## config.mk

```make
export PLATFORM = sky130hd
export DESIGN_NAME = fpdiv
export DESIGN_NICKNAME = d
export VERILOG_FILES = /design/src/rtl/fp11_pkg.sv /design/src/rtl/fp11_mant_div.sv /design/src/rtl/fpdiv.sv
export SDC_FILE = /design/constraint.sdc
export NUM_CORES = 1
export LEC_CHECK = 0
export ABC_AREA = 1
export CAP_MARGIN = 0
export CELL_PAD_IN_SITES_DETAIL_PLACEMENT = 0
export CELL_PAD_IN_SITES_GLOBAL_PLACEMENT = 1
export CORE_UTILIZATION = 43
export CTS_CLUSTER_DIAMETER = 120
export CTS_CLUSTER_SIZE = 40
export DETAILED_ROUTE_END_ITERATION = 8
export PLACE_DENSITY = 0.83
export RECOVER_POWER = 100
export SLEW_MARGIN = 40
export SYNTH_ARGS = -nofsm -noshare
export SYNTH_HDL_FRONTEND = slang
export SYNTH_SLANG_ARGS = --single-unit
```

## constraint.sdc

```tcl
create_clock -name clk -period 3.05 [get_ports clk]
set_clock_uncertainty 0.1 [all_clocks]
set_input_delay 0.4575 -clock clk [delete_from_list [all_inputs] [get_ports clk]]
set_output_delay 0.4575 -clock clk [all_outputs]
set_load 0.03 [all_outputs]
```

## src/rtl/fp11_pkg.sv

```systemverilog
// Shared definitions for the 11-bit mini-float family: field layout, bias,
// saturation pattern, result bundle and the divider control states.
package fp11_pkg;
  localparam int FP_W     = 11;
  localparam int EXP_W    = 6;
  localparam int MAN_W    = 4;
  localparam int SIGN_POS = 10;
  localparam int EXP_HI   = 9;
  localparam int EXP_LO   = 4;
  localparam int QUO_W    = MAN_W + 2;

  localparam logic signed [7:0] EXP_BIAS = 8'sd31;
  localparam logic [EXP_W-1:0]  EXP_SAT  = 6'h3F;
  localparam logic [MAN_W-1:0]  MAN_SAT  = 4'hF;

  typedef struct packed {
    logic [FP_W-1:0] quo;
    logic            ovf;
    logic            unf;
  } fp11_res_t;

  typedef enum logic [1:0] {IDLE, CALC, NORM} state_e;
endpackage

```

## src/rtl/fp11_mant_div.sv

```systemverilog
// Iterative restoring mantissa divider: one quotient bit per cycle after start,
// MSB first, QUO_W cycles in total. 'last' marks the cycle producing the LSB.
module fp11_mant_div
  import fp11_pkg::*;
(
  input  logic             clk,
  input  logic             rst_n,
  input  logic             start,
  input  logic [MAN_W-1:0] a_man,
  input  logic [MAN_W-1:0] b_man,
  output logic             last,
  output logic [QUO_W-1:0] q
);
  logic [MAN_W+1:0] rem_q, rem_d;
  logic [MAN_W:0]   div_q, div_d, diff;
  logic [QUO_W-1:0] q_q, q_d;
  logic [2:0]       cnt_q, cnt_d;
  logic             run_q, run_d;
  logic             ge;

  always_comb begin
    rem_d = rem_q;
    div_d = div_q;
    q_d   = q_q;
    cnt_d = cnt_q;
    run_d = run_q;
    ge    = rem_q >= {1'b0, div_q};
    // remainder after a successful subtract is below the divisor, so 5 bits hold it
    diff  = rem_q[MAN_W:0] - div_q;
    last  = run_q && (cnt_q == 3'(QUO_W - 1));
    if (start) begin
      rem_d = {2'b01, a_man};
      div_d = {1'b1, b_man};
      q_d   = '0;
      cnt_d = '0;
      run_d = 1'b1;
    end else if (run_q) begin
      rem_d = {(ge ? diff : rem_q[MAN_W:0]), 1'b0};
      q_d   = {q_q[QUO_W-2:0], ge};
      cnt_d = cnt_q + 3'd1;
      if (last) run_d = 1'b0;
    end
  end

  always_ff @(posedge clk or negedge rst_n) begin
    if (!rst_n) begin
      rem_q <= '0;
      div_q <= '0;
      q_q   <= '0;
      cnt_q <= '0;
      run_q <= 1'b0;
    end else begin
      rem_q <= rem_d;
      div_q <= div_d;
      q_q   <= q_d;
      cnt_q <= cnt_d;
      run_q <= run_d;
    end
  end

  assign q = q_q;
endmodule

```

## src/rtl/fpdiv.sv

```systemverilog
// 11-bit mini-float divider: accept, restoring mantissa divide, then one
// normalise/pack edge that registers quotient, flags and the done pulse.
module fpdiv
  import fp11_pkg::*;
(
  input  logic            clk,
  input  logic            rst_n,
  input  logic            in_ready,
  input  logic [FP_W-1:0] a,
  input  logic [FP_W-1:0] b,
  output logic [FP_W-1:0] quotient,
  output logic            done,
  output logic            busy,
  output logic            dz,
  output logic            ovf,
  output logic            unf
);
  state_e            state_q, state_d;
  logic [FP_W-1:0]   quo_q, quo_d;
  logic              done_q, done_d, dz_q, dz_d, ovf_q, ovf_d, unf_q, unf_d;
  logic              sign_q, sign_d, sp_dz_q, sp_dz_d, sp_zero_q, sp_zero_d;
  logic signed [7:0] exp_q, exp_d;
  logic              special, div_start, div_last;
  logic [QUO_W-1:0]  div_q;
  fp11_res_t         res;

  function automatic fp11_res_t pack_result(input logic s, input logic signed [7:0] e,
                                            input logic [MAN_W-1:0] m);
    fp11_res_t r;
    r.quo = {s, e[EXP_W-1:0], m};
    r.ovf = 1'b0;
    r.unf = 1'b0;
    if (e > 8'sd63) begin
      r.quo = {s, EXP_SAT, MAN_SAT};
      r.ovf = 1'b1;
    end else if (e < 8'sd0) begin
      r.quo = {s, {(FP_W-1){1'b0}}};
      r.unf = 1'b1;
    end
    return r;
  endfunction

  fp11_mant_div u_mant_div (
    .clk   (clk),
    .rst_n (rst_n),
    .start (div_start),
    .a_man (a[MAN_W-1:0]),
    .b_man (b[MAN_W-1:0]),
    .last  (div_last),
    .q     (div_q)
  );

  always_comb begin
    state_d   = state_q;
    quo_d     = quo_q;
    done_d    = 1'b0;
    dz_d      = dz_q;
    ovf_d     = ovf_q;
    unf_d     = unf_q;
    sign_d    = sign_q;
    exp_d     = exp_q;
    sp_dz_d   = sp_dz_q;
    sp_zero_d = sp_zero_q;
    res       = '0;
    special   = (b == '0) || (a == '0);
    div_start = 1'b0;
    case (state_q)
      IDLE: begin
        if (in_ready) begin
          div_start = !special;
          sign_d    = a[SIGN_POS] ^ b[SIGN_POS];
          exp_d     = $signed({2'b00, a[EXP_HI:EXP_LO]}) - $signed({2'b00, b[EXP_HI:EXP_LO]})
                      + EXP_BIAS;
          sp_dz_d   = (b == '0);
          sp_zero_d = (b != '0) && (a == '0);
          state_d   = special ? NORM : CALC;
        end
      end
      CALC: if (div_last) state_d = NORM;
      NORM: begin
        // quotient MSB clear means ratio < 1: take one more bit, one less exponent
        if (div_q[QUO_W-1]) res = pack_result(sign_q, exp_q, div_q[QUO_W-2:1]);
        else                res = pack_result(sign_q, exp_q - 8'sd1, div_q[MAN_W-1:0]);
        if (sp_dz_q) begin
          res.quo = {sign_q, EXP_SAT, MAN_SAT};
          res.ovf = 1'b0;
          res.unf = 1'b0;
        end else if (sp_zero_q) begin
          res = '0;
          res.quo[SIGN_POS] = sign_q;
        end
        quo_d   = res.quo;
        ovf_d   = res.ovf;
        unf_d   = res.unf;
        dz_d    = sp_dz_q;
        done_d  = 1'b1;
        state_d = IDLE;
      end
      default: state_d = IDLE;
    endcase
  end

  always_ff @(posedge clk or negedge rst_n) begin
    if (!rst_n) begin
      state_q   <= IDLE;
      quo_q     <= '0;
      done_q    <= 1'b0;
      dz_q      <= 1'b0;
      ovf_q     <= 1'b0;
      unf_q     <= 1'b0;
      sign_q    <= 1'b0;
      exp_q     <= '0;
      sp_dz_q   <= 1'b0;
      sp_zero_q <= 1'b0;
    end else begin
      state_q   <= state_d;
      quo_q     <= quo_d;
      done_q    <= done_d;
      dz_q      <= dz_d;
      ovf_q     <= ovf_d;
      unf_q     <= unf_d;
      sign_q    <= sign_d;
      exp_q     <= exp_d;
      sp_dz_q   <= sp_dz_d;
      sp_zero_q <= sp_zero_d;
    end
  end

  assign quotient = quo_q;
  assign done     = done_q;
  assign busy     = (state_q != IDLE);
  assign dz       = dz_q;
  assign ovf      = ovf_q;
  assign unf      = unf_q;
endmodule

```

* Word level (Yosys, flattened, before mapping) *
Cells that the tools add are included.

word-level totals
  bits of input ports = 25
  output and inout bits = 16
  logic and storage cells = 73
  register bits after elaboration = 49

operators by class
  reduce and logical (&&, ||, !) cells = 12
  muxes and demuxes = 30
  order comparisons = 5
  equal/unequal tests = 5
  bitwise gates (word level) = 1
  add/sub/neg operators = 5

operators by type and width
  cell                                                            count
  two-way mux 10 bit                                              4
  two-way mux 12 bit                                              3
  two-way mux 6 bit                                               4
  logical NOT 11 bit                                              2
  greater-than comparator 8 x 7 -> 1 bit (second input constant)  2
  less-than comparator 8 x 1 -> 1 bit (second input constant)     2
  two-way mux 1 bit                                               12
  nonzero test 11 bit                                             1
  adder 7 x 6 -> 8 bit (second input constant)                    1
  subtractor 8 x 2 -> 8 bit (second input constant)               1
  subtractor 6 x 6 -> 7 bit                                       1
  greater-or-equal comparator 6 x 5 -> 1 bit                      1
  two-way mux 2 bit                                               3
  two-way mux 3 bit                                               2
  two-way mux 5 bit                                               1
  subtractor 5 bit                                                1
  != test 2 bit (second input constant)                           2
  one-hot mux 2 bit (2 select lines)                              1
  AND reduction 2 bit                                             2
  nonzero test 2 bit                                              2
  adder 3 x 1 -> 3 bit (second input constant)                    1
  == test 3 bit (second input constant)                           1
  == test 2 x 1 -> 1 bit (second input constant)                  1
  == test 2 bit (second input constant)                           1
  5 further kinds                                                 6

* Depth between registers and ports, before layout *
Gate-level depths: netlist of the first run.

  word-level depth = 7
  gate-level depth with buffers = 13
  depth with buffers taken out = 13

* Hierarchy *
Synthesis of the first run repeated with hierarchy kept, for this count alone.

unflattened totals
  cell total of the unflattened synthesis = 418
  area, all modules = 3044.2 um2

by module, submodules not included
  module         instances  area an instance (um2)  sequential area each (um2)  cells an instance
  fpdiv          1          1898.1                  700.7                       276
  fp11_mant_div  1          1146.1                  525.5                       142

* Worst setup path after synthesis of the first run *
Ideal clock, no wire load.

  kind = input port to flip-flop
  start point = input port a[4]
  end point = register exp_q[6]
  data arrival time = 1838 ps
  required time = 2833 ps
  path buffers = 0
  slack = 995 ps
  stages = 11
  library setup time = 117 ps
  cells stage by stage = inv_1 -> ha_1 -> fa_1 -> ha_1 -> inv_1 -> nor2_1 -> nand3_1 -> nand2_1 -> nand2_1 -> nand3_1 -> nand2_1

on the way
  cells in the longest elaborated chain, start to end = 2

RTL lines
  element                    line          RTL
  from (decl)                fpdiv.sv:9    input logic [FP_W-1:0] a,
  subtractor 6 x 6 -> 7 bit  fpdiv.sv:72   exp_d = $signed({2'b00, a[EXP_HI:EXP_LO]}) - $signed({2'b00, b[EXP_HI:EXP_LO]})
  adder 7 x 6 -> 8 bit       fpdiv.sv:73   + EXP_BIAS;
  to (signal assigned)       fpdiv.sv:123  exp_q <= exp_d;
  to (decl)                  fpdiv.sv:22   logic signed [7:0] exp_q, exp_d;

Every way passes these cells.
A chain may end at the register's enable or synchronous reset.

* Worst setup path in the final report of the first run *
  start point = input port in_ready
  end point = register u_mant_div.rem_q[3]

on the way
  cells in the longest elaborated chain, start to end = 3
  elaborated cells on any way between the ends = 4
  classes of those cells = mux (3); reduce/logical (1)

RTL lines
  element                                                         line                 RTL
  from (decl)                                                     fpdiv.sv:8           input logic in_ready,
  two-way mux 1 bit *                                             fpdiv.sv:69          if (in_ready) begin
  two-way mux 1 bit *                                             fpdiv.sv:67          case (state_q)
  two-way mux 6 bit / nonzero test 2 bit (equally long branches)  -
  to (signal assigned)                                            fp11_mant_div.sv:53  rem_q <= rem_d;
  to (decl)                                                       fp11_mant_div.sv:14  logic [MAN_W+1:0] rem_q, rem_d;

Every way passes the cells marked *; elsewhere a longest branch is shown, timed or not.

==> out/qor.txt, run 1 <==
LOGIC SYNTHESIS
------------------------------------------------------------------------------
Proportion of netlist area held by the largest area contributor .        40.4%
Leading post-synthesis cells by cell area ....................... dfrtp_1, nand2_1, ha_1
Sequential-to-total area share from yosys stat ..................        40.4%
Synth Net Count .................................................          443
Number of synthesized register bits .............................           49
Synthesis warning total .........................................            0
Cell type with the highest aggregate area in the netlist ........      dfrtp_1
Synthesized area ................................................ 0.00304 mm^2
Post-synthesis area per instance ................................    7.57 um^2
Gate count after technology mapping .............................          401
Distinct cell type count of the synthesized netlist .............           35

ROUTING
------------------------------------------------------------------------------
TritonRoute pass-1 iters ........................................            4
Routed Antenna Nets .............................................            0
Final routed wire length divided by cell count ..................      11.4 um
Detailed Route WL ...............................................      6120 um
Avg Vias per Cell ...............................................         4.76
Total number of vias ............................................        2,554
Violation count after the first detailed-routing iteration ......           98
Post-route DRC ..................................................            0

CRITICAL PATH
------------------------------------------------------------------------------
Endpoint required time on the critical path .....................      3.14 ns
Crit Path Category ..............................................    in -> reg
Startpoint class of the critical path ...........................    input pin
Highest fanout seen on the critical path ........................           14
Endpoint arrival time on the critical path ......................      2.67 ns
Type of destination of the critical path ........................         flop

GLOBAL ROUTE
------------------------------------------------------------------------------
First-pass GRT wire length ......................................    11,000 um
Largest net degree at the start of global routing ...............           23
Antenna violations before repair ................................            0
GRT overflow ....................................................            0
Global routing usage summed across all routing layers ...........        18.6%
Vias in the first global route ..................................        2,379

RUN
------------------------------------------------------------------------------
Maximum Capacitance Violations ..................................            0

STA
------------------------------------------------------------------------------
Final critical delay including setup and external delays ........      2.58 ns
Worst hold margin ...............................................     0.238 ns
Final clock period utilization by the worst path ................        84.5%
Slew @ Worst Pin ................................................      1.14 ns
Max Transition Viols Final ......................................            0
Max frequency ...................................................      388 MHz
Slew HR .........................................................        24.0%
Number of hold violations in the final report ...................            0
Aggregate negative setup slack ..................................         0 ns
Setup repair after global routing missed its margin .............           no
Final setup viols ...............................................            0

POWER AND IR DROP
------------------------------------------------------------------------------
Cell leakage power ..............................................      1.78 nW
Worst IR Drop VDD ...............................................       333 uV
P per Cell Area .................................................  968 mW/mm^2

LAYOUT
------------------------------------------------------------------------------
Finished Layout Cells ...........................................          536
Inserted Diodes .................................................            0
Area growth from synthesis to final layout ......................        16.5%
Share of post-route cells with drive strength above 1 ...........        4.77%
Net count, final ................................................          481
Number of filler instances in the final layout ..................          716

CLOCKING
------------------------------------------------------------------------------
Clock tree from TritonCTS .......................................          yes
Buffer count from post-CTS setup fixing .........................            0
Quantity of hold-fixing buffers added after cts .................            0
Clock root buffer ...............................................     clkbuf_8
Clock sink count ................................................           49
H-tree depth reported by CTS ....................................            2
Clock slew at reported path FFs .................................      0.10 ns
Maximum clock insertion buffer count ............................            2
CTS Buf Count ...................................................            5
Count of instances resized after the clock tree is built ........            0
Clock latency at the later pin of the worst-skew pair ...........      0.31 ns

FLOORPLAN
------------------------------------------------------------------------------
Vertical extent of the die ......................................      86.0 um
Number of placed I/O pins .......................................           41
Die W ...........................................................      86.0 um
Die area ........................................................ 0.00740 mm^2
Number of core rows .............................................           30
Starting Density ................................................        44.7%
Area of the placeable core ...................................... 0.00679 mm^2

RUN STATUS
------------------------------------------------------------------------------
Status .......................................................... finished clean

PLACEMENT
------------------------------------------------------------------------------
RePlAce Congestion ..............................................        0.832
Number of input and output port buffers inserted ................           40
DP HPWL .........................................................      4800 um
Placed instance count ...........................................          528

HOLD PATH
------------------------------------------------------------------------------
Worst hold-check path type ......................................  in -> async

==> cells in the final DEF, fill, tap and decap left out, types with 2 or more instances in the layout <==
| cell type | Yosys | routed |
|---|---|---|
| ha_1 | 15 | 15 |
| nand4_1 | 6 | 6 |
| inv_1 | 47 | 51 |
| xor2_1 | 5 | 5 |
| nand2_2 | 7 | 5 |
| o21ai_0 | 18 | 23 |
| nand2_1 | 111 | 113 |
| clkbuf_1 | 2 | 3 |
| clkdlybuf4s50_1 | 0 | 20 |
| inv_2 | 9 | 5 |
| dfrtp_1 | 49 | 49 |
| fa_1 | 2 | 2 |
| o211ai_1 | 2 | 2 |
| clkbuf_8 | 0 | 5 |
| dlygate4sd3_1 | 0 | 19 |
| o21ai_1 | 7 | 2 |
| nor2_1 | 33 | 34 |
| nor3_1 | 6 | 7 |
| xnor2_1 | 5 | 5 |
| a21oi_1 | 15 | 15 |
| nand3_1 | 31 | 33 |
| o21bai_1 | 10 | 10 |
| clkinvlp_4 | 0 | 3 |
==> cell usage after synthesis (all sizes together) <==
cell type  count
o211ai         2
nor2          35
nand3b         1
o21bai        10
clkbuf         3
a21boi         2
nor3           7
a21oi         16
xnor2          5
nand3         33
nand2        118
buf            8
inv           56
o22ai          1
a31oi          1
o21a           1
dfrtp         49
fa             2
ha            15
o21ai         25
xor2           5
nand4          6
==> flip-flops by register name, indices dropped and copies added (netlist names), 2 cells and up <==
register / flops
exp_q: 8
u_mant_div.rem_q: 6
u_mant_div.cnt_q: 3
state_q: 2
u_mant_div.q: 6
quotient: 11
u_mant_div.div_q: 5
==> final cells by class <==
type,instances,area [um^2],share of cell area [%]
clock buffers,5,68.8,1.95
clock inverters,3,22.5,0.637
inverters,56,210,5.94
multi-input cells,285,1490,42.1
flip-flops and latches,49,1230,34.7
well taps,96,120,3.40
repair buffers,42,402,11.4
==> per-stage QoR <==
step | worst slack (ns) | cell area [um^2] | power, W | util [%]
after floorplan | 0.995 | 3040 | 0.00263 | -
after global placement | 0.410 | 3490 | 0.00311 | 51.4
after detailed placement | 0.359 | 3490 | 0.00314 | 51.4
after CTS | 0.689 | 3580 | 0.00353 | 52.7
after global routing | 0.257 | 3540 | 0.00379 | 52.1
final | 0.472 | 3540 | 0.00342 | 52.1
==> worst max-delay path: stages <==
cell and delay, ns:
dlygate4sd3_1 0.56, nand2_1 0.20, inv_1 0.34, nand3_1 0.47
nand2_1 0.42, inv_2 0.08, nand2_1 0.07, nand3_1 0.06
==> kinds of logic after synthesis <==
family,Yosys count,share of synthesized area [%]
fa+ha+maj,17,7.50
compound gates,58,11.1
simple gates,200,28.6
xor+xnor,10,2.88
buf+inv,67,9.48
flops,49,40.4
==> final timing paths <==
kind | startpoint | endpoint | slack, ns | depth (start not counted)
setup / recovery | in_ready | u_mant_div.rem_q[3] | 0.47 | 8
hold / removal | rst_n | u_mant_div.cnt_q[2] | 0.24 | 1
setup reg to reg | state_q[0] | u_mant_div.rem_q[3] | 0.64 | 8
hold reg to reg | u_mant_div.div_q[4] | u_mant_div.div_q[4] | 0.37 | 2
max in group asynchronous | rst_n | unf | 1.32 | 2
min in group clk | u_mant_div.div_q[4] | u_mant_div.div_q[4] | 0.37 | 2
==> metal layers <==
| layer | share of wire [%] | track usage (%) |
|---|---|---|
| met1 | 49 | 25.9 |
| met2 | 46 | 29.9 |
| met3 | 3.7 | 3.37 |
| met4 | 1.1 | 4.55 |
| met5 | 0 | 0 |
==> power breakdown <==
| group | internal, W | leakage, nW | switching, W |
|---|---|---|---|
| Sequential | 0.000947 | 0.603 | 0.000200 |
| Combinational | 0.000713 | 1.14 | 0.00117 |
| Clock | 0.000161 | 0.0364 | 0.000230 |
No activity file was read; power rests on OpenSTA's default activity.
==> run 2: changes to the inputs <==
Settings changed: CORE_UTILIZATION 43 to 36, PLACE_DENSITY 0.83 to 0.74.
Clock period 3.05 ns to 2.35 ns, I/O delays scaled along.
==> out/qor.txt, run 2 (synthesis gave the netlist of run 1 again) <==
CLOCKING
--------------------------------------------------------------------------------
Buffer count from post-CTS setup fixing ...........................            0
H-tree depth reported by CTS ......................................            2
CTS Buf Count .....................................................            5
Clock sink count ..................................................           49
Clock tree from TritonCTS .........................................          yes
Clock slew at reported path FFs ...................................      0.09 ns
Maximum clock insertion buffer count ..............................            2
Clock root buffer .................................................     clkbuf_8
Clock latency at the later pin of the worst-skew pair .............      0.31 ns

CRITICAL PATH
--------------------------------------------------------------------------------
Highest fanout seen on the critical path ..........................            3
Endpoint required time on the critical path .......................      2.45 ns
Crit Path Category ................................................    in -> reg
Endpoint arrival time on the critical path ........................      2.35 ns
Most repeated library cell on the critical path ...................      nand2_1
Slowest cell on crit path .........................................         fa_2
Largest stage delay on the critical path ..........................      0.58 ns
Kind of cell with the highest combined delay on the critical path .  adder cells
Register-to-register path setup slack .............................      0.24 ns
Startpoint class of the critical path .............................    input pin
Number of buffers and inverters on the critical path ..............            3
Type of destination of the critical path ..........................         flop
Cells along the critical path ..................................... clkdlybuf4s50_1, inv_1, ha_2, fa_2, ha_2, inv_1, nor2_4, nand3_2, nand2_1, nand2_1, nand3_1, nand2_1

STA
--------------------------------------------------------------------------------
Number of hold violations in the final report .....................            0
Final setup viols .................................................            0
Final critical delay including setup and external delays ..........      2.25 ns
Final clock period utilization by the worst path ..................        95.9%
Worst hold margin .................................................     0.369 ns
Slew HR ...........................................................        23.5%
Max frequency .....................................................      444 MHz
Slew @ Worst Pin ..................................................      1.15 ns
Max Transition Viols Final ........................................            0

LAYOUT
--------------------------------------------------------------------------------
Number of flip-flops in the largest register ......................           11
Commonest non-fill, non-tap cell in the layout ....................      nand2_1
Inserted Diodes ...................................................            0
Net count, final ..................................................          485
Share of post-route cells with drive strength above 1 .............        6.98%
Final core utilization ............................................        44.5%
Most frequent cells in the layout ................................. nand2_1, inv_1, dfrtp_1
Area growth from synthesis to final layout ........................        19.9%

PLACEMENT
--------------------------------------------------------------------------------
RePlAce Congestion ................................................        0.808
Number of input and output port buffers inserted ..................           40
DP HPWL ...........................................................      5140 um

FLOORPLAN
--------------------------------------------------------------------------------
Number of placed I/O pins .........................................           41
Starting Density ..................................................        37.1%
Vertical extent of the die ........................................      93.8 um
Number of core rows ...............................................           33
Die area .......................................................... 0.00881 mm^2
Area of the placeable core ........................................ 0.00818 mm^2
Die W .............................................................      93.8 um

HOLD PATH
--------------------------------------------------------------------------------
Worst hold-check path type ........................................   reg -> reg

POWER AND IR DROP
--------------------------------------------------------------------------------
Proportion of power drawn by combinational gates ..................        54.0%
Clock Power Share .................................................        13.7%
Sequential share of power .........................................        32.3%
Net Sw Frac .......................................................        45.6%
P per Cell Area ................................................... 1270 mW/mm^2
Worst IR Drop VDD .................................................       370 uV
Internal power ....................................................    0.00251 W
Cell leakage power ................................................      1.82 nW
Switching power of the nets .......................................    0.00211 W

ROUTING
--------------------------------------------------------------------------------
Post-route DRC ....................................................            0
Detailed Route WL .................................................      6680 um
Total number of vias ..............................................        2,598
TritonRoute pass-1 iters ..........................................            4
Routed Antenna Nets ...............................................            0
Violation count after the first detailed-routing iteration ........           55
Final routed wire length divided by cell count ....................      12.2 um
Avg Vias per Cell .................................................         4.73

GLOBAL ROUTE
--------------------------------------------------------------------------------
Antenna violations before repair ..................................            0
First-pass GRT wire length ........................................    11,700 um
GRT overflow ......................................................            0
Global routing usage summed across all routing layers .............        16.7%
Vias in the first global route ....................................        2,525
Largest net degree at the start of global routing .................           23

RUN STATUS
--------------------------------------------------------------------------------
Status ............................................................ finished clean

RUN
--------------------------------------------------------------------------------
Maximum Capacitance Violations ....................................            0

-- run 2: layout make-up --
class                   instances  area, um^2
multi-input cells             285        1520
clock buffers                   6        82.6
flip-flops and latches         49        1230
fillers                       865        4540
repair buffers                 46         437
clock inverters                 2        37.5
well taps                     105         131
inverters                      56         210
-- run 2: through the flow --
stage	instance area [um^2]	worst slack [ns]	total power, W	setup TNS [ns]	std cells
floorplan	3040	0.400	0.00342	0	401
global placement	3520	-0.200	0.00406	-0.435	540
detailed placement	3520	-0.223	0.00410	-0.582	540
CTS	3650	0.103	0.00476	0	549
global route	3640	-0.0106	0.00510	-0.0106	549
finish	3640	0.0969	0.00462	0	549
-- run 2: per-layer routing --
layer  up-vias  global-route usage, %  part of all wire, %
li1       1363                      -                    -
met1      1178                   22.8                   50
met3         4                   2.27                  2.8
met4         0                   5.00                 0.64
met5         -                      0                    0
met2        53                   27.5                   47
-- run 2: power groups by stage --
stage,clock network [W],registers (W),logic (W)
2_1_floorplan,0,0.00170,0.00172
3_3_place_gp,0,0.00151,0.00255
3_5_place_dp,0,0.00153,0.00257
4_1_cts,0.000654,0.00151,0.00259
5_1_grt,0.000684,0.00155,0.00287
6_report,0.000634,0.00149,0.00249
-- run 2: worst min-delay path, delay by kind of cell, from the launching register on --
family / cells / cell delay, ns
flip-flops: 1 / 0.34
buffers and inverters: 1 / 0.05
AND/OR/NAND/NOR: 1 / 0.06
-- run 2: timing repair --
| action | CTS | global route |
|---|---|---|
| endpoints found under the setup margin | 0 | 2 |
| endpoints found under the hold margin | 20 | 0 |
| hold buffers | 1 | 0 |
| resized for setup | 0 | 6 |
-- run 2: final timing paths --
path	from	endpoint	cells past startpoint
max in group asynchronous	rst_n	sign_q	3
worst max register to register	state_q[0]	u_mant_div.q[4]	8
worst min register to register	u_mant_div.div_q[4]	u_mant_div.div_q[4]	2
worst max-delay path	a[4]	exp_q[6]	12
min in group asynchronous	rst_n	u_mant_div.cnt_q[0]	2
worst min-delay path	u_mant_div.div_q[4]	u_mant_div.div_q[4]	2
